==> config.mk <==
export PLATFORM = sky130hd
export DESIGN_NAME = div_share_arbiter
export DESIGN_NICKNAME = d
export VERILOG_FILES = /design/src/rtl/div_arb_pkg.sv /design/src/rtl/div_share_arbiter_rr_pick.sv /design/src/rtl/div_share_arbiter.sv
export SDC_FILE = /design/constraint.sdc
export NUM_CORES = 1
export LEC_CHECK = 0
export ABC_AREA = 1
export BUFFER_PORTS_ARGS = -buffer_cell sky130_fd_sc_hd__buf_2
export CAP_MARGIN = 20
export CORE_ASPECT_RATIO = 0.9
export CORE_MARGIN = 2
export CORE_UTILIZATION = 49
export CTS_BUF_LIST = sky130_fd_sc_hd__clkbuf_4
export DETAILED_ROUTE_END_ITERATION = 10
export PLACE_DENSITY_LB_ADDON = 0.3
export SETUP_SLACK_MARGIN = 0.3
export SLEW_MARGIN = 0
export SYNTH_ARGS = -nofsm -noshare
export SYNTH_HDL_FRONTEND = slang
export SYNTH_HIERARCHICAL = 1
export SYNTH_SLANG_ARGS = --single-unit
export TNS_END_PERCENT = 30
==> constraint.sdc <==
create_clock -name clk -period 2.2 [get_ports clk]
set_input_delay 0.11 -clock clk [delete_from_list [all_inputs] [get_ports clk]]
set_output_delay 0.11 -clock clk [all_outputs]
set_load 0.01 [all_outputs]
==> src/rtl/div_arb_pkg.sv <==
// Shared widths and FSM state encoding for the divider-sharing arbiter.
package div_arb_pkg;

  localparam int W_W = 10;
  localparam int D_W = 5;
  localparam int Q_W = 5;
  localparam int R_W = 6;

  typedef enum logic [1:0] {
    S_IDLE  = 2'd0,
    S_START = 2'd1,
    S_WAIT  = 2'd2,
    S_RESP  = 2'd3
  } state_t;

endpackage

==> src/rtl/div_share_arbiter_rr_pick.sv <==
// Combinational round-robin picker: first asserted request at or above rr_ptr, wrapping.
module rr_pick #(
  parameter  int NREQ = 4,
  localparam int IW   = (NREQ > 1) ? $clog2(NREQ) : 1
) (
  input  logic [NREQ-1:0] req,
  input  logic [IW-1:0]   rr_ptr,
  output logic [IW-1:0]   idx,
  output logic            any_req
);

  function automatic logic [IW-1:0] wrap_add(input logic [IW-1:0] base, input int k);
    int s;
    s = int'(base) + k;
    if (s >= NREQ) s = s - NREQ;
    return IW'(s);
  endfunction

  // Scan from the far end down so the nearest requester to rr_ptr is written last.
  always_comb begin
    idx     = '0;
    any_req = 1'b0;
    for (int k = NREQ - 1; k >= 0; k--) begin
      if (req[wrap_add(rr_ptr, k)]) begin
        idx     = wrap_add(rr_ptr, k);
        any_req = 1'b1;
      end
    end
  end

endmodule

==> src/rtl/div_share_arbiter.sv <==
// Shares one restoring divider among NREQ requesters: round-robin grant, start/done
// handshake with rising-edge completion detect, and a hung-divider timeout.
module div_share_arbiter
  import div_arb_pkg::*;
#(
  parameter int NREQ    = 4,
  parameter int TIMEOUT = 32
) (
  input  logic              clk,
  input  logic              rst,
  input  logic [NREQ-1:0]   req,
  input  logic [NREQ*10-1:0] req_w,
  input  logic [NREQ*5-1:0] req_d,
  output logic [NREQ-1:0]   gnt,
  output logic [NREQ-1:0]   rsp_valid,
  output logic [Q_W-1:0]    rsp_quo,
  output logic [R_W-1:0]    rsp_rem,
  output logic              rsp_ov,
  output logic              rsp_dbz,
  output logic              rsp_tmo,
  output logic              busy,
  output logic [W_W-1:0]    div_w,
  output logic [D_W-1:0]    div_d,
  output logic              div_start,
  input  logic              div_done,
  input  logic [Q_W-1:0]    div_quo,
  input  logic [R_W-1:0]    div_rem,
  input  logic              div_ov,
  input  logic              div_dbz
);

  localparam int IW = (NREQ > 1) ? $clog2(NREQ) : 1;
  localparam int TW = $clog2(TIMEOUT);
  localparam logic [TW-1:0] TMO_LAST = TW'(TIMEOUT - 1);
  localparam logic [IW-1:0] LAST_IDX = IW'(NREQ - 1);

  state_t          state, state_nxt;
  logic [IW-1:0]   rr_ptr;
  logic [IW-1:0]   idx;
  logic [IW-1:0]   pick_idx;
  logic            any_req;
  logic [TW-1:0]   tmo_cnt;
  logic            done_q;
  logic            done_rise;
  logic            tmo_hit;
  logic [W_W-1:0]  w_arr [NREQ];
  logic [D_W-1:0]  d_arr [NREQ];

  always_comb begin
    for (int i = 0; i < NREQ; i++) begin
      w_arr[i] = req_w[W_W*i +: W_W];
      d_arr[i] = req_d[D_W*i +: D_W];
    end
  end

  rr_pick #(.NREQ(NREQ)) u_pick (
    .req     (req),
    .rr_ptr  (rr_ptr),
    .idx     (pick_idx),
    .any_req (any_req)
  );

  // A done level left high by the previous op never looks like a fresh edge.
  assign done_rise = div_done & ~done_q;
  assign tmo_hit   = (tmo_cnt == TMO_LAST);

  always_ff @(posedge clk or posedge rst) begin
    if (rst) state <= S_IDLE;
    else     state <= state_nxt;
  end

  always_comb begin
    state_nxt = state;
    gnt       = '0;
    rsp_valid = '0;
    div_start = 1'b0;
    busy      = (state != S_IDLE);
    case (state)
      S_IDLE: begin
        if (any_req) state_nxt = S_START;
      end
      S_START: begin
        gnt[idx]  = 1'b1;
        div_start = 1'b1;
        state_nxt = S_WAIT;
      end
      S_WAIT: begin
        gnt[idx] = 1'b1;
        if (done_rise || tmo_hit) state_nxt = S_RESP;
      end
      S_RESP: begin
        gnt[idx]       = 1'b1;
        rsp_valid[idx] = 1'b1;
        state_nxt      = S_IDLE;
      end
      default: state_nxt = S_IDLE;
    endcase
  end

  always_ff @(posedge clk or posedge rst) begin
    if (rst) begin
      rr_ptr  <= '0;
      idx     <= '0;
      div_w   <= '0;
      div_d   <= '0;
      tmo_cnt <= '0;
      done_q  <= 1'b0;
      rsp_quo <= '0;
      rsp_rem <= '0;
      rsp_ov  <= 1'b0;
      rsp_dbz <= 1'b0;
      rsp_tmo <= 1'b0;
    end else begin
      done_q <= div_done;
      case (state)
        S_IDLE: begin
          if (any_req) begin
            idx   <= pick_idx;
            div_w <= w_arr[pick_idx];
            div_d <= d_arr[pick_idx];
          end
        end
        S_START: tmo_cnt <= '0;
        S_WAIT: begin
          // Completion takes priority over a timeout landing in the same cycle.
          if (done_rise) begin
            rsp_quo <= div_quo;
            rsp_rem <= div_rem;
            rsp_ov  <= div_ov;
            rsp_dbz <= div_dbz;
            rsp_tmo <= 1'b0;
          end else if (tmo_hit) begin
            rsp_quo <= '0;
            rsp_rem <= '0;
            rsp_ov  <= 1'b0;
            rsp_dbz <= 1'b0;
            rsp_tmo <= 1'b1;
          end else begin
            tmo_cnt <= tmo_cnt + 1'b1;
          end
        end
        S_RESP: rr_ptr <= (idx == LAST_IDX) ? '0 : idx + 1'b1;
        default: ;
      endcase
    end
  end

endmodule
* Yosys cells after proc, flatten, opt, wreduce, memory -nomap -nowiden
Index checks and enable logic that the tools add are counted.
** Storage, ports and cells
- Logic and storage cells :: 102
- Input port bits :: 80
- Output and inout bits :: 39
- Bits in registers :: 41
** Operators by class
- $add $sub $neg :: 9
- Bitwise gates (word level) :: 3
- Eq/ne operators :: 9
- Order comparisons :: 11
- Multiplexer cells :: 47
- Reduce and logical (&&, ||, !) cells :: 11
** Operator list (count)
- two-way mux 5 bit :: 6
- two-way mux 2 bit :: 11
- binary-select mux 10 bit (select 2 bit) :: 1
- two-way mux 10 bit :: 2
- less-than comparator 2 x 3 -> 1 bit (second input constant) :: 5
- two-way mux 1 bit :: 15
- >= comparator 3 bit (second input constant) :: 4
- two-way mux 6 bit :: 2
- binary-select mux 5 bit (select 2 bit) :: 1
- case mux 5 bit (2 select lines) :: 1
- binary-select mux 1 bit (select 2 bit) :: 4
- two-way mux 4 bit :: 2
- inequality test 2 bit (second input constant) :: 4
- case mux 2 bit (4 select lines) :: 1
- subtractor 2 x 1 -> 2 bit (second input constant) :: 4
- adder 2 x 2 -> 3 bit (second input constant) :: 2
- == test 2 bit (second input constant) :: 3
- AND reduction 2 bit :: 3
- nonzero test 2 bit :: 3
- adder 5 x 1 -> 5 bit (second input constant) :: 1
- == test 5 bit (second input constant) :: 1
- adder 2 x 1 -> 3 bit (second input constant) :: 1
- >= comparator 2 x 3 -> 1 bit (second input constant) :: 1
- inverter 2 -> 3 bit :: 1
- 11 further kinds :: 11

* Longest topological paths before layout
Gate-level depths: netlist of run 1.
- Depth in word-level cells :: 13
- Gate-level depth with buffers :: 17
- Mapped depth without buffers :: 15

* Cells and area by module
The synthesis of run 1 kept the hierarchy.
** By module, submodules not included
- div_share_arbiter :: cells an instance 362, sequential area each 1026.0 µm², area an instance 2462.4 µm², instances 1
- rr_pick :: cells an instance 44, sequential area each 0.0 µm², area an instance 225.2 µm², instances 1

* Least setup slack after synthesis of run 1
No wires, ideal clock.
- Path kind :: register -> register
- Start point :: reg rr_ptr[0]
- End point :: reg div_d[4]
- Cell stages (with the launch flop) :: 18
- Library setup time :: 0.116 ns
- Slack :: 0.556 ns
- Buffers on the path :: 2
- Clock period less this slack :: 1.644 ns
- Data required time :: 2.084 ns
- Arrival time :: 1.527 ns
- Cell sequence :: dfrtp_1 buf_6 inv_4 nand2_4 and2_4 nand2_4 nand2_2 inv_2 nand2_1 nand2_1 nand2_1 inv_2 buf_2 nand2_1 nand3_1 nand2_1 nand2_1 nand2_1
** On the way
- Word-level cells in the longest chain between the ends :: 13
- Elaborated cells on any way between the ends :: 36
- Classes of those cells :: add/sub (7); order compare (4); mux (23); bitwise (1); reduce/logical (1)
** RTL lines
- from (decl) :: RTL line div_share_arbiter.sv:38 : logic [IW-1:0] rr_ptr;
- from (signal assigned) :: RTL line div_share_arbiter.sv:142 : S_RESP: rr_ptr <= (idx == LAST_IDX) ? '0 : idx + 1'b1;
- adder 2 x 2 -> 3 bit :: RTL line div_share_arbiter_rr_pick.sv:14 : s = int'(base) + k;
- >= comparator 3 bit / subtractor 2 x 1 -> 2 bit (equally long branches) :: RTL line div_share_arbiter_rr_pick.sv:15 : if (s >= NREQ) s = s - NREQ;
- two-way mux 2 bit :: RTL line div_share_arbiter_rr_pick.sv:15
- binary-select mux 1 bit (select 2 bit) :: RTL line div_share_arbiter_rr_pick.sv:24 : if (req[wrap_add(rr_ptr, k)]) begin
- two-way mux 1 bit (not written as such) :: RTL line div_share_arbiter_rr_pick.sv:24
- two-way mux 2 bit (3 in a row) :: RTL line div_share_arbiter_rr_pick.sv:24
- two-way mux 2 bit (*) :: RTL line div_share_arbiter_rr_pick.sv:24
- via pick_idx[0] :: RTL line div_share_arbiter.sv:40 : logic [IW-1:0] pick_idx;
- inverter 2 -> 3 bit (not written as such) (*) :: RTL line div_share_arbiter.sv:120 : div_d <= d_arr[pick_idx];
- binary-select mux 5 bit (select 2 bit) (*) :: RTL line div_share_arbiter.sv:120
- two-way mux 5 bit (not written as such) (*) (2 in a row) :: RTL line div_share_arbiter.sv:120
- to (signal assigned) :: RTL line div_share_arbiter.sv:120
- to (decl) :: RTL line div_share_arbiter.sv:23 : output logic [D_W-1:0] div_d,
Mark *: on every way through the listed nets, which the timed path passes. The rest lies on a longest branch. The select of a mux whose other input is x is not followed.
A chain may end at the register's enable or synchronous reset.

* Final worst setup path of run 1
- Start point :: reg rr_ptr[0]
- End point :: reg div_w[0]
** On the way
- Word-level cells in the longest chain between the ends :: 13
- Elaborated cells on any way between the ends :: 36
- Classes of those cells :: add/sub (7); order compare (4); mux (23); bitwise (1); reduce/logical (1)
** RTL lines
- adder 2 x 2 -> 3 bit :: RTL line div_share_arbiter_rr_pick.sv:14
- >= comparator 3 bit / subtractor 2 x 1 -> 2 bit (equally long branches) :: RTL line div_share_arbiter_rr_pick.sv:15
- two-way mux 2 bit :: RTL line div_share_arbiter_rr_pick.sv:15
- binary-select mux 1 bit (select 2 bit) :: RTL line div_share_arbiter_rr_pick.sv:24
- two-way mux 1 bit (not written as such) :: RTL line div_share_arbiter_rr_pick.sv:24
- two-way mux 2 bit (3 in a row) :: RTL line div_share_arbiter_rr_pick.sv:24
- two-way mux 2 bit (*) :: RTL line div_share_arbiter_rr_pick.sv:24
- via pick_idx[0] :: RTL line div_share_arbiter.sv:40
- inverter 2 -> 3 bit (not written as such) (*) :: RTL line div_share_arbiter.sv:119 : div_w <= w_arr[pick_idx];
- binary-select mux 10 bit (select 2 bit) (*) :: RTL line div_share_arbiter.sv:119
- two-way mux 10 bit (not written as such) (*) (2 in a row) :: RTL line div_share_arbiter.sv:119
- to (signal assigned) :: RTL line div_share_arbiter.sv:119
- to (decl) :: RTL line div_share_arbiter.sv:22 : output logic [W_W-1:0] div_w,
Marks and branches as above.

==> results.sh, run 1 <==
export IMPL_finish_instance_area_um2=3810
export IMPL_top_level_ports=119
export IMPL_count_of_cells_along_the_worst_register_to_register_path=14
export IMPL_max_cap_viol_count=0
export IMPL_cp_data_arrival_time_ns=2.20
export IMPL_multi_input_area_um2=1420
export IMPL_status="finished, final reports clean"
export IMPL_port_buffers=118
export IMPL_num_vias=3018
export IMPL_worst_clock_skew_ns=0.00494
export IMPL_area_delta_synth_final_pct=41.9
export IMPL_ys_types=27
export IMPL_reg2reg_slack_ns=0.27
export IMPL_mappedNetlistArea_um2=2690
export IMPL_clkTransAtPathRegs_ns=0.14
export IMPL_final_nets=640
export IMPL_cp_max_fo=14
export IMPL_htree_levels=2
export IMPL_finish_cell_count_without_fillers=617
export IMPL_global_route_wire_length_before_repair_mm=11.5
export IMPL_dieArea_um2=6090
export IMPL_ff_latch_area_um2=1030
export IMPL_cts_root_buffer_cell="sky130_fd_sc_hd__clkbuf_4"
export IMPL_ys_seq_elements=41
export IMPL_crit_type="reg2reg"
export IMPL_initial_drt_markers=162
export IMPL_drt_total_wl_mm=7.62
export IMPL_rsz0062_at_grt="yes"
export IMPL_leakagePower_nw=2.37
export IMPL_post_synth_cell_area_avg_um2=6.62
export IMPL_antenna_found_initial=0
export IMPL_floorplan_die_width_um=82.1
export IMPL_pin_count_of_the_biggest_net_entering_global_routing=30
export IMPL_power_ir_vdd_worst_uv=858
export IMPL_tritoncts_num_sinks=41
export IMPL_place_area_um2=3340
export IMPL_cts_buffer_depth=2
export IMPL_timing_critical_path_required_ns=2.47
export IMPL_hold_viol=0
export IMPL_setup_tns_ns=0
export IMPL_worstMarginPinSlew_ns=0.455
export IMPL_share_of_layout_cells_above_drive_strength_1=0.333
export IMPL_dp_final_hpwl_mm=5.41
export IMPL_initial_utilization=0.508
export IMPL_floorplan_core_area_um2=5290
export IMPL_finalWeightedCongestion=0.855
export IMPL_yosys_warns=6
export IMPL_first_global_vias=2801
export IMPL_worstSetupStartpoint="rr_ptr[0]$_DFFE_PP0P_"
export IMPL_final_max_slew_viol_count=0
export IMPL_relSlewSlack=0.696
export IMPL_critical_path_reg2reg_startpoint="rr_ptr[0]$_DFFE_PP0P_"
export IMPL_seq_area_frac_synth=0.382
export IMPL_cts_buffers_inserted=5
export IMPL_grt_util_overall=0.241
export IMPL_syn_nets=497
export IMPL_min_clock_period_post_route_ns=1.93
export IMPL_power_density_nw_per_um2=1520
export IMPL_placementRows=25
export IMPL_worst_setup_sp_type="flip-flop"
export IMPL_timing_hold_worst_class="in2reg"
export IMPL_cp_endpoint="div_w[0]$_DFFE_PP0P_"
export IMPL_cts_tree="yes"
export IMPL_wire_per_inst_um=12.4
export IMPL_firstDrtPassIters=6
export IMPL_final_util=0.721
export IMPL_antenna_diode_count=0
export IMPL_critical_path_endpoint_type="flip-flop"
export IMPL_placedCellCount=583
export IMPL_ant_nets=0
export IMPL_gr_total_overflow=0
export IMPL_timing_fmax_mhz=517
export IMPL_regToRegEndpoint="div_w[0]$_DFFE_PP0P_"
export IMPL_synth_cells=406
export IMPL_drc=0
export IMPL_setup_violators_final=0
export IMPL_finalCritPeriodShare=0.878
export IMPL_fillerInstances=425
export IMPL_die_height_um=74.3
export IMPL_hp_start="req_w[0]"
export IMPL_detail_route_vias_per_cell=4.89
export IMPL_clkLatencyLatePin_ns=0.37
## worst max-delay path, cell delays in order (launching register included)
cell and delay (ns):
sky130_fd_sc_hd__dfrtp_2 0.46, sky130_fd_sc_hd__buf_6 0.15, sky130_fd_sc_hd__nand2_2 0.09, sky130_fd_sc_hd__nand3_1 0.13
sky130_fd_sc_hd__nand2_1 0.11, sky130_fd_sc_hd__nand3_2 0.11, sky130_fd_sc_hd__nand2_2 0.11, sky130_fd_sc_hd__nand2_4 0.07
sky130_fd_sc_hd__nand2_8 0.12, sky130_fd_sc_hd__inv_8 0.06, sky130_fd_sc_hd__clkbuf_16 0.16, sky130_fd_sc_hd__nand2_1 0.06
sky130_fd_sc_hd__nand2_1 0.06, sky130_fd_sc_hd__nand2_1 0.08, sky130_fd_sc_hd__nand3_1 0.07
## stage by stage
step                worst slack (ns)  hold WS (ns)  power [mW]
detailed placement             0.123         0.169        4.47
CTS                            0.304        0.0224        4.99
finish                         0.268        0.0305        5.81
global route                   0.187        0.0151        6.31
global placement               0.250         0.166        4.34
floorplan                      0.556         0.141        3.58
## area by class of cell
| type | count | share of cell area |
|---|---|---|
| Multi-Input combinational cell | 288 | 0.371 |
| Tap cell | 67 | 0.0220 |
| Clock inverter | 3 | 0.00656 |
| Timing Repair Buffer | 150 | 0.256 |
| Sequential cell | 41 | 0.269 |
| Clock buffer | 5 | 0.00984 |
| Inverter | 63 | 0.0653 |
## cell usage in the layout, fill, tap and decap left out, types with 2 or more instances in the layout
cell / count
sky130_fd_sc_hd__clkbuf_4: 5
sky130_fd_sc_hd__buf_12: 2
sky130_fd_sc_hd__ha_1: 11
sky130_fd_sc_hd__nand3_1: 50
sky130_fd_sc_hd__nand3_2: 4
sky130_fd_sc_hd__nand2_1: 184
sky130_fd_sc_hd__nor2_4: 2
sky130_fd_sc_hd__buf_4: 8
sky130_fd_sc_hd__dfrtp_1: 40
sky130_fd_sc_hd__inv_1: 51
sky130_fd_sc_hd__o21ai_1: 4
sky130_fd_sc_hd__nor2_1: 7
sky130_fd_sc_hd__dlygate4sd3_1: 15
sky130_fd_sc_hd__nand2_4: 4
sky130_fd_sc_hd__nand2_2: 9
sky130_fd_sc_hd__inv_6: 3
sky130_fd_sc_hd__clkbuf_16: 4
sky130_fd_sc_hd__buf_6: 3
sky130_fd_sc_hd__inv_2: 10
sky130_fd_sc_hd__buf_2: 118
## registers in the layout, indices dropped and copies added (netlist names)
| register | count |
|---|---|
| div_d | 5 |
| div_w | 10 |
| done_q | 1 |
| idx | 2 |
| rr_ptr | 2 |
| rsp_dbz | 1 |
| rsp_ov | 1 |
| rsp_quo | 5 |
| rsp_rem | 6 |
| rsp_tmo | 1 |
| state | 2 |
| tmo_cnt | 5 |
## power breakdown
group          leakage, nW  internal (mW)  switching [mW]
clock               0.0322          0.133           0.285
sequential           0.512           1.09           0.238
combinational         1.82           1.75            2.31
total                 2.37           2.97            2.83
## cells in the mapped netlist
cell                      count  share of area
sky130_fd_sc_hd__o21ai_2      1         0.0033
sky130_fd_sc_hd__inv_2       11          0.015
sky130_fd_sc_hd__nand2_4      2         0.0084
sky130_fd_sc_hd__a21oi_1      1         0.0019
sky130_fd_sc_hd__buf_2       10          0.019
sky130_fd_sc_hd__inv_4        1         0.0023
sky130_fd_sc_hd__mux2_2       1         0.0042
sky130_fd_sc_hd__nor2_1       8          0.011
sky130_fd_sc_hd__buf_1        1         0.0014
sky130_fd_sc_hd__buf_6        2         0.0084
sky130_fd_sc_hd__or2_1        1         0.0023
sky130_fd_sc_hd__ha_1        11          0.051
sky130_fd_sc_hd__nand4_1      1         0.0023
sky130_fd_sc_hd__o21ai_1      5         0.0093
sky130_fd_sc_hd__nor2_8       1         0.0074
sky130_fd_sc_hd__inv_1       51          0.071
sky130_fd_sc_hd__buf_4        1         0.0028
sky130_fd_sc_hd__nand2_1    190           0.27
sky130_fd_sc_hd__nor2_4       1         0.0042
sky130_fd_sc_hd__nor2_2       1         0.0023
sky130_fd_sc_hd__o21ai_0      1         0.0019
sky130_fd_sc_hd__nand3_1     54           0.10
sky130_fd_sc_hd__dfrtp_1     41           0.38
sky130_fd_sc_hd__nor3b_1      1         0.0028
sky130_fd_sc_hd__or2_2        1         0.0023
sky130_fd_sc_hd__and2_4       1         0.0033
sky130_fd_sc_hd__nand2_2      6          0.014
## routing by layer
metal	global-route usage	vias up	routed length [µm]
met5	0	-	0
met4	0.0630	0	106
met3	0.0583	11	553
met2	0.439	124	3780
met1	0.285	1372	3180
li1	-	1511	-
## worst min-delay path by stage
stage	slack, ns	to	cells after the start
floorplan	0.14	done_q$_DFF_PP0_	0
global placement	0.17	rsp_quo[4]$_DFFE_PP0P_	3
detailed placement	0.17	rsp_ov$_DFFE_PP0P_	3
CTS	0.02	div_d[2]$_DFFE_PP0P_	5
global route	0.02	div_d[2]$_DFFE_PP0P_	5
finish	0.03	div_w[0]$_DFFE_PP0P_	5
## cells by family (layout without fill, tap and decap cells)
logic type	count (synthesis)	count (layout)	synth area share
buf+inv	77	221	0.120
mux	1	1	0.00419
compound gates	8	8	0.0163
fa+ha+maj	11	11	0.0512
simple gates	268	268	0.426
flops	41	41	0.382
## what timing repair did
item | CTS | global route
buffers inserted | 3 | 4
cloned | 0 | 4
hold endpoints to repair | 55 | 0
setup endpoints to repair | 15 | 21
pin swaps | 0 | 8
hold buffers | 15 | 0
gates resized for setup | 5 | 26
Power figures use the tool's default switching activity.
==> run 2, diff against run 1 <==
--- a/config.mk
+++ b/config.mk
@@ -13,7 +13,7 @@
 export CORE_UTILIZATION = 49
 export CTS_BUF_LIST = sky130_fd_sc_hd__clkbuf_4
 export DETAILED_ROUTE_END_ITERATION = 10
-export PLACE_DENSITY_LB_ADDON = 0.3
+export PLACE_DENSITY = 0.83
 export SETUP_SLACK_MARGIN = 0.3
 export SLEW_MARGIN = 0
 export SYNTH_ARGS = -nofsm -noshare
==> results.sh, run 2 (same netlist as run 1, synthesis figures left out) <==
export IMPL_status="finished, final reports clean"
export IMPL_max_cap_viol_count=0
export IMPL_top_level_ports=119
export IMPL_num_vias=3045
export IMPL_final_common_cell="sky130_fd_sc_hd__nand2_1"
export IMPL_cts_tree="yes"
export IMPL_finalCritPeriodShare=0.860
export IMPL_cp_max_fo=7
export IMPL_worst_clock_skew_ns=0.0110
export IMPL_power_internal_mw=2.89
export IMPL_share_of_layout_cells_above_drive_strength_1=0.340
export IMPL_clkTransAtPathRegs_ns=0.12
export IMPL_final_critical_path_setup_slack_ns=0.308
export IMPL_global_route_wire_length_before_repair_mm=11.8
export IMPL_power_ir_vdd_worst_uv=782
export IMPL_cp_data_arrival_time_ns=2.14
export IMPL_firstDrtPassIters=5
export IMPL_grt_util_overall=0.250
export IMPL_pin_count_of_the_biggest_net_entering_global_routing=32
export IMPL_ant_nets=0
export IMPL_rsz0062_at_grt="yes"
export IMPL_cts_buffer_depth=2
export IMPL_htree_levels=2
export IMPL_detail_route_vias_per_cell=4.96
export IMPL_dieArea_um2=6090
export IMPL_port_buffers=118
export IMPL_area_delta_synth_final_pct=41.8
export IMPL_setup_violators_final=0
export IMPL_total_switching_power_mw=2.85
export IMPL_crit_type="reg2reg"
export IMPL_finalWeightedCongestion=0.801
export IMPL_gr_total_overflow=0
export IMPL_worstMarginPinSlew_ns=0.467
export IMPL_initial_drt_markers=172
export IMPL_place_ws_ns=0.157
export IMPL_comb_power_share=0.680
export IMPL_initial_utilization=0.508
export IMPL_power_share_sequential=0.234
export IMPL_final_max_slew_viol_count=0
export IMPL_leakagePower_nw=2.35
export IMPL_floorplan_die_width_um=82.1
export IMPL_clkLatencyLatePin_ns=0.34
export IMPL_drt_total_wl_mm=7.98
export IMPL_antenna_found_initial=0
export IMPL_antenna_diode_count=0
export IMPL_final_nets=637
export IMPL_min_clock_period_post_route_ns=1.89
export IMPL_dp_final_hpwl_mm=5.27
export IMPL_final_util=0.721
export IMPL_critical_path_endpoint_type="flip-flop"
export IMPL_most_common_layout_cells="sky130_fd_sc_hd__nand2_1, sky130_fd_sc_hd__buf_2, sky130_fd_sc_hd__nand3_1, sky130_fd_sc_hd__inv_1, sky130_fd_sc_hd__dfrtp_1"
export IMPL_timing_fmax_mhz=529
export IMPL_timing_hold_worst_class="in2reg"
export IMPL_cts_buffers_inserted=5
export IMPL_largestRegisters="div_w: 10 flops, rsp_rem: 6 flops"
export IMPL_hold_viol=0
export IMPL_first_global_vias=2737
export IMPL_wire_per_inst_um=13.0
export IMPL_worst_setup_sp_type="flip-flop"
export IMPL_fillerInstances=444
export IMPL_sw_frac_of_total=0.496
export IMPL_timing_critical_path_required_ns=2.44
export IMPL_cts_root_buffer_cell="sky130_fd_sc_hd__clkbuf_4"
export IMPL_setup_tns_ns=0
export IMPL_share_clk_of_total_power=0.085
export IMPL_top_register="div_w"
export IMPL_drc=0
export IMPL_floorplan_core_area_um2=5290
export IMPL_tritoncts_num_sinks=41
export IMPL_largest_register_ff_count=10
export IMPL_power_density_nw_per_um2=1510
export IMPL_placementRows=25
export IMPL_relSlewSlack=0.688
export IMPL_die_height_um=74.3
==> run 2: path summary, 6_finish.rpt <==
kind                                           to                   from  cells past startpoint  slack, ns
max in group asynchronous   rr_ptr[0]$_DFFE_PP0P_                    rst                      4       1.22
min                          div_d[2]$_DFFE_PP0P_               req_d[2]                      5       0.05
max reg2reg                  div_w[4]$_DFFE_PP0P_  rr_ptr[0]$_DFFE_PP0P_                     15       0.31
min reg2reg                  div_w[8]$_DFFE_PP0P_   div_w[8]$_DFFE_PP0P_                      2       0.50
min in group asynchronous  rsp_rem[2]$_DFFE_PP0P_                    rst                      3       0.26
max                          div_w[4]$_DFFE_PP0P_  rr_ptr[0]$_DFFE_PP0P_                     15       0.31
==> run 2: metal layers <==
layer / part of all wire / vias up / GRT usage
li1: - / 1508 / -
met1: 0.41 / 1388 / 0.311
met2: 0.52 / 124 / 0.440
met3: 0.051 / 25 / 0.0413
met4: 0.024 / 0 / 0.0870
met5: 0 / - / 0
==> run 2: cell type report <==
| class | count | area, µm² | area share |
|---|---|---|---|
| multi-input cells | 288 | 1460 | 0.383 |
| flip-flops and latches | 41 | 1030 | 0.270 |
| repair buffers | 146 | 901 | 0.236 |
| inverters | 63 | 251 | 0.0660 |
| well taps | 67 | 83.8 | 0.0220 |
| clock buffers | 6 | 45.0 | 0.0118 |
| clock inverters | 2 | 33.8 | 0.00886 |
| repair inverters | 1 | 8.76 | 0.00230 |
==> run 2: what timing repair did <==
action	CTS	global route
cloned	0	4
gates resized for setup	4	38
pin swaps	0	24
hold endpoints to repair	26	0
endpoints found under the setup margin	15	18
buffers inserted	0	5
hold buffers	15	0
==> run 2: per-stage QoR <==
stage,total power [mW],std cells,hold WS [ns],cell area [µm²]
after CTS,4.96,605,0.0404,3560
after global routing,6.23,614,0.0591,3810
final,5.74,614,0.0505,3810
after global placement,4.27,582,0.0738,3320
after floorplan,3.58,406,0.141,2690
after detailed placement,4.40,582,0.0801,3320
==> run 2: power groups by stage <==
stage	logic, mW	registers (mW)	clock network, mW
5_1_grt	4.32	1.38	0.535
3_5_place_dp	3.06	1.34	0
2_1_floorplan	2.18	1.40	0
3_3_place_gp	2.94	1.33	0
6_report	3.91	1.35	0.490
4_1_cts	3.13	1.33	0.505
==> run 2: critical path, stage by stage, from the launching register on <==
cell,delay (ns)
sky130_fd_sc_hd__dfrtp_2,0.47
sky130_fd_sc_hd__buf_6,0.15
sky130_fd_sc_hd__nand2_2,0.06
sky130_fd_sc_hd__nand2_2,0.10
sky130_fd_sc_hd__inv_2,0.06
sky130_fd_sc_hd__nand2_4,0.07
sky130_fd_sc_hd__nand3_4,0.09
sky130_fd_sc_hd__nand2_2,0.10
sky130_fd_sc_hd__nand2_4,0.07
sky130_fd_sc_hd__nand2_8,0.15
sky130_fd_sc_hd__clkbuf_16,0.17
sky130_fd_sc_hd__nand2_1,0.05
sky130_fd_sc_hd__nand3_1,0.07
sky130_fd_sc_hd__nand2_1,0.06
sky130_fd_sc_hd__nand2_1,0.06
sky130_fd_sc_hd__nand2_1,0.05
==> run 3, diff against run 2 <==
--- a/config.mk
+++ b/config.mk
@@ -13,7 +13,7 @@
 export CORE_UTILIZATION = 49
 export CTS_BUF_LIST = sky130_fd_sc_hd__clkbuf_4
 export DETAILED_ROUTE_END_ITERATION = 10
-export PLACE_DENSITY = 0.83
+export PLACE_DENSITY_LB_ADDON = 0.25
 export SETUP_SLACK_MARGIN = 0.3
 export SLEW_MARGIN = 0
 export SYNTH_ARGS = -nofsm -noshare
==> constraint.sdc (replaced) <==
create_clock -name clk -period 1.9 [get_ports clk]
set_input_delay 0.095 -clock clk [delete_from_list [all_inputs] [get_ports clk]]
set_output_delay 0.095 -clock clk [all_outputs]
set_load 0.01 [all_outputs]
==> results.sh, run 3 (same netlist as run 1, synthesis figures left out) <==
export IMPL_worst_clock_skew_ns=0.00411
export IMPL_dieArea_um2=6090
export IMPL_initial_drt_markers=168
export IMPL_drc=0
export IMPL_critical_path_endpoint_type="flip-flop"
export IMPL_firstDrtPassIters=4
export IMPL_rsz0062_at_grt="yes"
export IMPL_first_global_vias=2739
export IMPL_largestRegisters="div_w: 10 flops, rsp_rem: 6 flops"
export IMPL_grt_util_overall=0.235
export IMPL_top_level_ports=119
export IMPL_clkTransAtPathRegs_ns=0.13
export IMPL_clkLatencyLatePin_ns=0.35
export IMPL_gr_total_overflow=0
export IMPL_placementRows=25
export IMPL_timing_fmax_mhz=530
export IMPL_ff_latch_area_um2=1030
export IMPL_cts_root_buffer_cell="sky130_fd_sc_hd__clkbuf_4"
export IMPL_finalCritPeriodShare=0.992
export IMPL_floorplan_core_area_um2=5290
export IMPL_share_of_layout_cells_above_drive_strength_1=0.420
export IMPL_final_util=0.774
export IMPL_die_height_um=74.3
export IMPL_crit_type="reg2reg"
export IMPL_cp_cell_sequence="buf_4 > o21ai_4 > nor2_1 > nor2_1 > nand3_2 > nand2_4 > inv_8 > clkbuf_16 > nand2_2 > nand2_1 > nand2_1 > nand3_1"
export IMPL_critical_path_max_stage_delay_ns=0.44
export IMPL_detail_route_vias_per_cell=4.92
export IMPL_globalRouteMet3Util=0.0485
export IMPL_floorplan_die_width_um=82.1
export IMPL_num_vias=3061
export IMPL_multi_input_area_um2=1590
export IMPL_finalWeightedCongestion=0.826
export IMPL_worst_setup_sp_type="flip-flop"
export IMPL_global_route_wire_length_before_repair_mm=11.3
export IMPL_ant_nets=0
export IMPL_status="finished, final reports clean"
export IMPL_initial_utilization=0.508
export IMPL_grt_util_met2=0.422
export IMPL_top_register="div_w"
export IMPL_final_max_slew_viol_count=0
export IMPL_drt_total_wl_mm=8.00
export IMPL_cts_tree="yes"
export IMPL_final_nets=645
export IMPL_cp_data_arrival_time_ns=2.13
export IMPL_setup_violators_final=0
export IMPL_relSlewSlack=0.450
export IMPL_report_power_total_mw=7.41
export IMPL_cp_max_fo=8
export IMPL_antenna_found_initial=0
export IMPL_htree_levels=2
export IMPL_cts_buffers_inserted=5
export IMPL_grt_busiest_layer="met2"
export IMPL_power_ir_vdd_worst_uv=1190
export IMPL_setup_tns_ns=0
export IMPL_cpMaxStageDelayCell="sky130_fd_sc_hd__dfrtp_2"
export IMPL_area_delta_synth_final_pct=52.2
export IMPL_most_common_layout_cells="sky130_fd_sc_hd__nand2_1, sky130_fd_sc_hd__buf_2, sky130_fd_sc_hd__inv_1, sky130_fd_sc_hd__nand3_1, sky130_fd_sc_hd__dfrtp_1"
export IMPL_hold_viol=0
export IMPL_power_density_nw_per_um2=1810
export IMPL_timing_hold_worst_class="in2reg"
export IMPL_cts_buffer_depth=2
export IMPL_worstMarginPinSlew_ns=0.820
export IMPL_timing_critical_path_required_ns=2.15
export IMPL_leakagePower_nw=2.45
export IMPL_final_common_cell="sky130_fd_sc_hd__nand2_1"
export IMPL_min_clock_period_post_route_ns=1.89
export IMPL_wire_per_inst_um=12.9
export IMPL_largest_register_ff_count=10
export IMPL_pin_count_of_the_biggest_net_entering_global_routing=31
export IMPL_antenna_diode_count=0
export IMPL_dp_final_hpwl_mm=5.10
export IMPL_gr_usage_met1=0.288
export IMPL_max_cap_viol_count=0
export IMPL_port_buffers=118
export IMPL_fillerInstances=372
export IMPL_tritoncts_num_sinks=41
[run 3: changes by cell type in the layout (fill, tap and decap cells not counted), sizes merged]
cell / previous run / this run
inv: 62 / 61
clkbuf: 8 / 9
nand3: 54 / 55
buf: 129 / 135
bufinv: 1 / 2
[run 3: where the power goes]
part | leakage (nW) | internal (mW) | switching, mW
Clock | 0.0552 | 0.407 | 0.302
Combinational | 1.89 | 2.23 | 2.93
Sequential | 0.509 | 1.26 | 0.287
[run 3: metrics by stage]
step	instances	setup WS (ns)	area (µm²)	hold slack (ns)
floorplan	406	0.308	2710	0.126
global placement	587	0.0877	3400	0.182
detailed placement	587	-0.0170	3400	0.191
CTS	611	0.101	3660	0.0214
global route	622	-0.134	4090	0.0431
finish	622	0.0146	4090	0.0404
[run 3: worst paths after layout]
check,startpoint,endpoint,slack [ns],cells past startpoint
setup / recovery,rr_ptr[0]$_DFFE_PP0P_,div_w[3]$_DFFE_PP0P_,0.01,12
hold / removal,req_d[1],div_d[1]$_DFFE_PP0P_,0.04,5
setup reg to reg,rr_ptr[0]$_DFFE_PP0P_,div_w[3]$_DFFE_PP0P_,0.01,12
hold reg to reg,div_w[2]$_DFFE_PP0P_,div_w[2]$_DFFE_PP0P_,0.49,2
max in group asynchronous,rst,div_d[1]$_DFFE_PP0P_,1.05,4
min in group asynchronous,rst,rsp_rem[5]$_DFFE_PP0P_,0.33,3
[run 3: critical path, delay by kind of cell (launching register included)]
| family | cells | cell delay, ns |
|---|---|---|
| AO/OA/AOI/OAI | 1 | 0.17 |
| AND/OR/NAND/NOR | 8 | 0.76 |
| flip-flops | 1 | 0.44 |
| buffers and inverters | 3 | 0.41 |
[run 3: per-layer routing]
| metal | share of wire | vias up |
|---|---|---|
| li1 | - | 1519 |
| met1 | 0.42 | 1408 |
| met2 | 0.51 | 118 |
| met3 | 0.050 | 16 |
| met4 | 0.019 | 0 |
| met5 | 0 | - |
[run 3: area by class of cell]
class / instances / area share
Timing Repair Buffer: 154 / 0.250
Clock inverter: 3 / 0.0159
Inverter: 63 / 0.0633
Multi-Input combinational cell: 289 / 0.389
Sequential cell: 41 / 0.252
Tap cell: 67 / 0.0205
Clock buffer: 5 / 0.00918
[run 3: timing repair]
| action | in CTS | in global routing |
|---|---|---|
| setup endpoints to repair | 24 | 42 |
| buffers inserted | 1 | 5 |
| gates cloned | 0 | 6 |
| hold endpoints to repair | 34 | 0 |
| resized for setup | 1 | 75 |
| pin swaps | 0 | 26 |
| hold buffers | 15 | 0 |
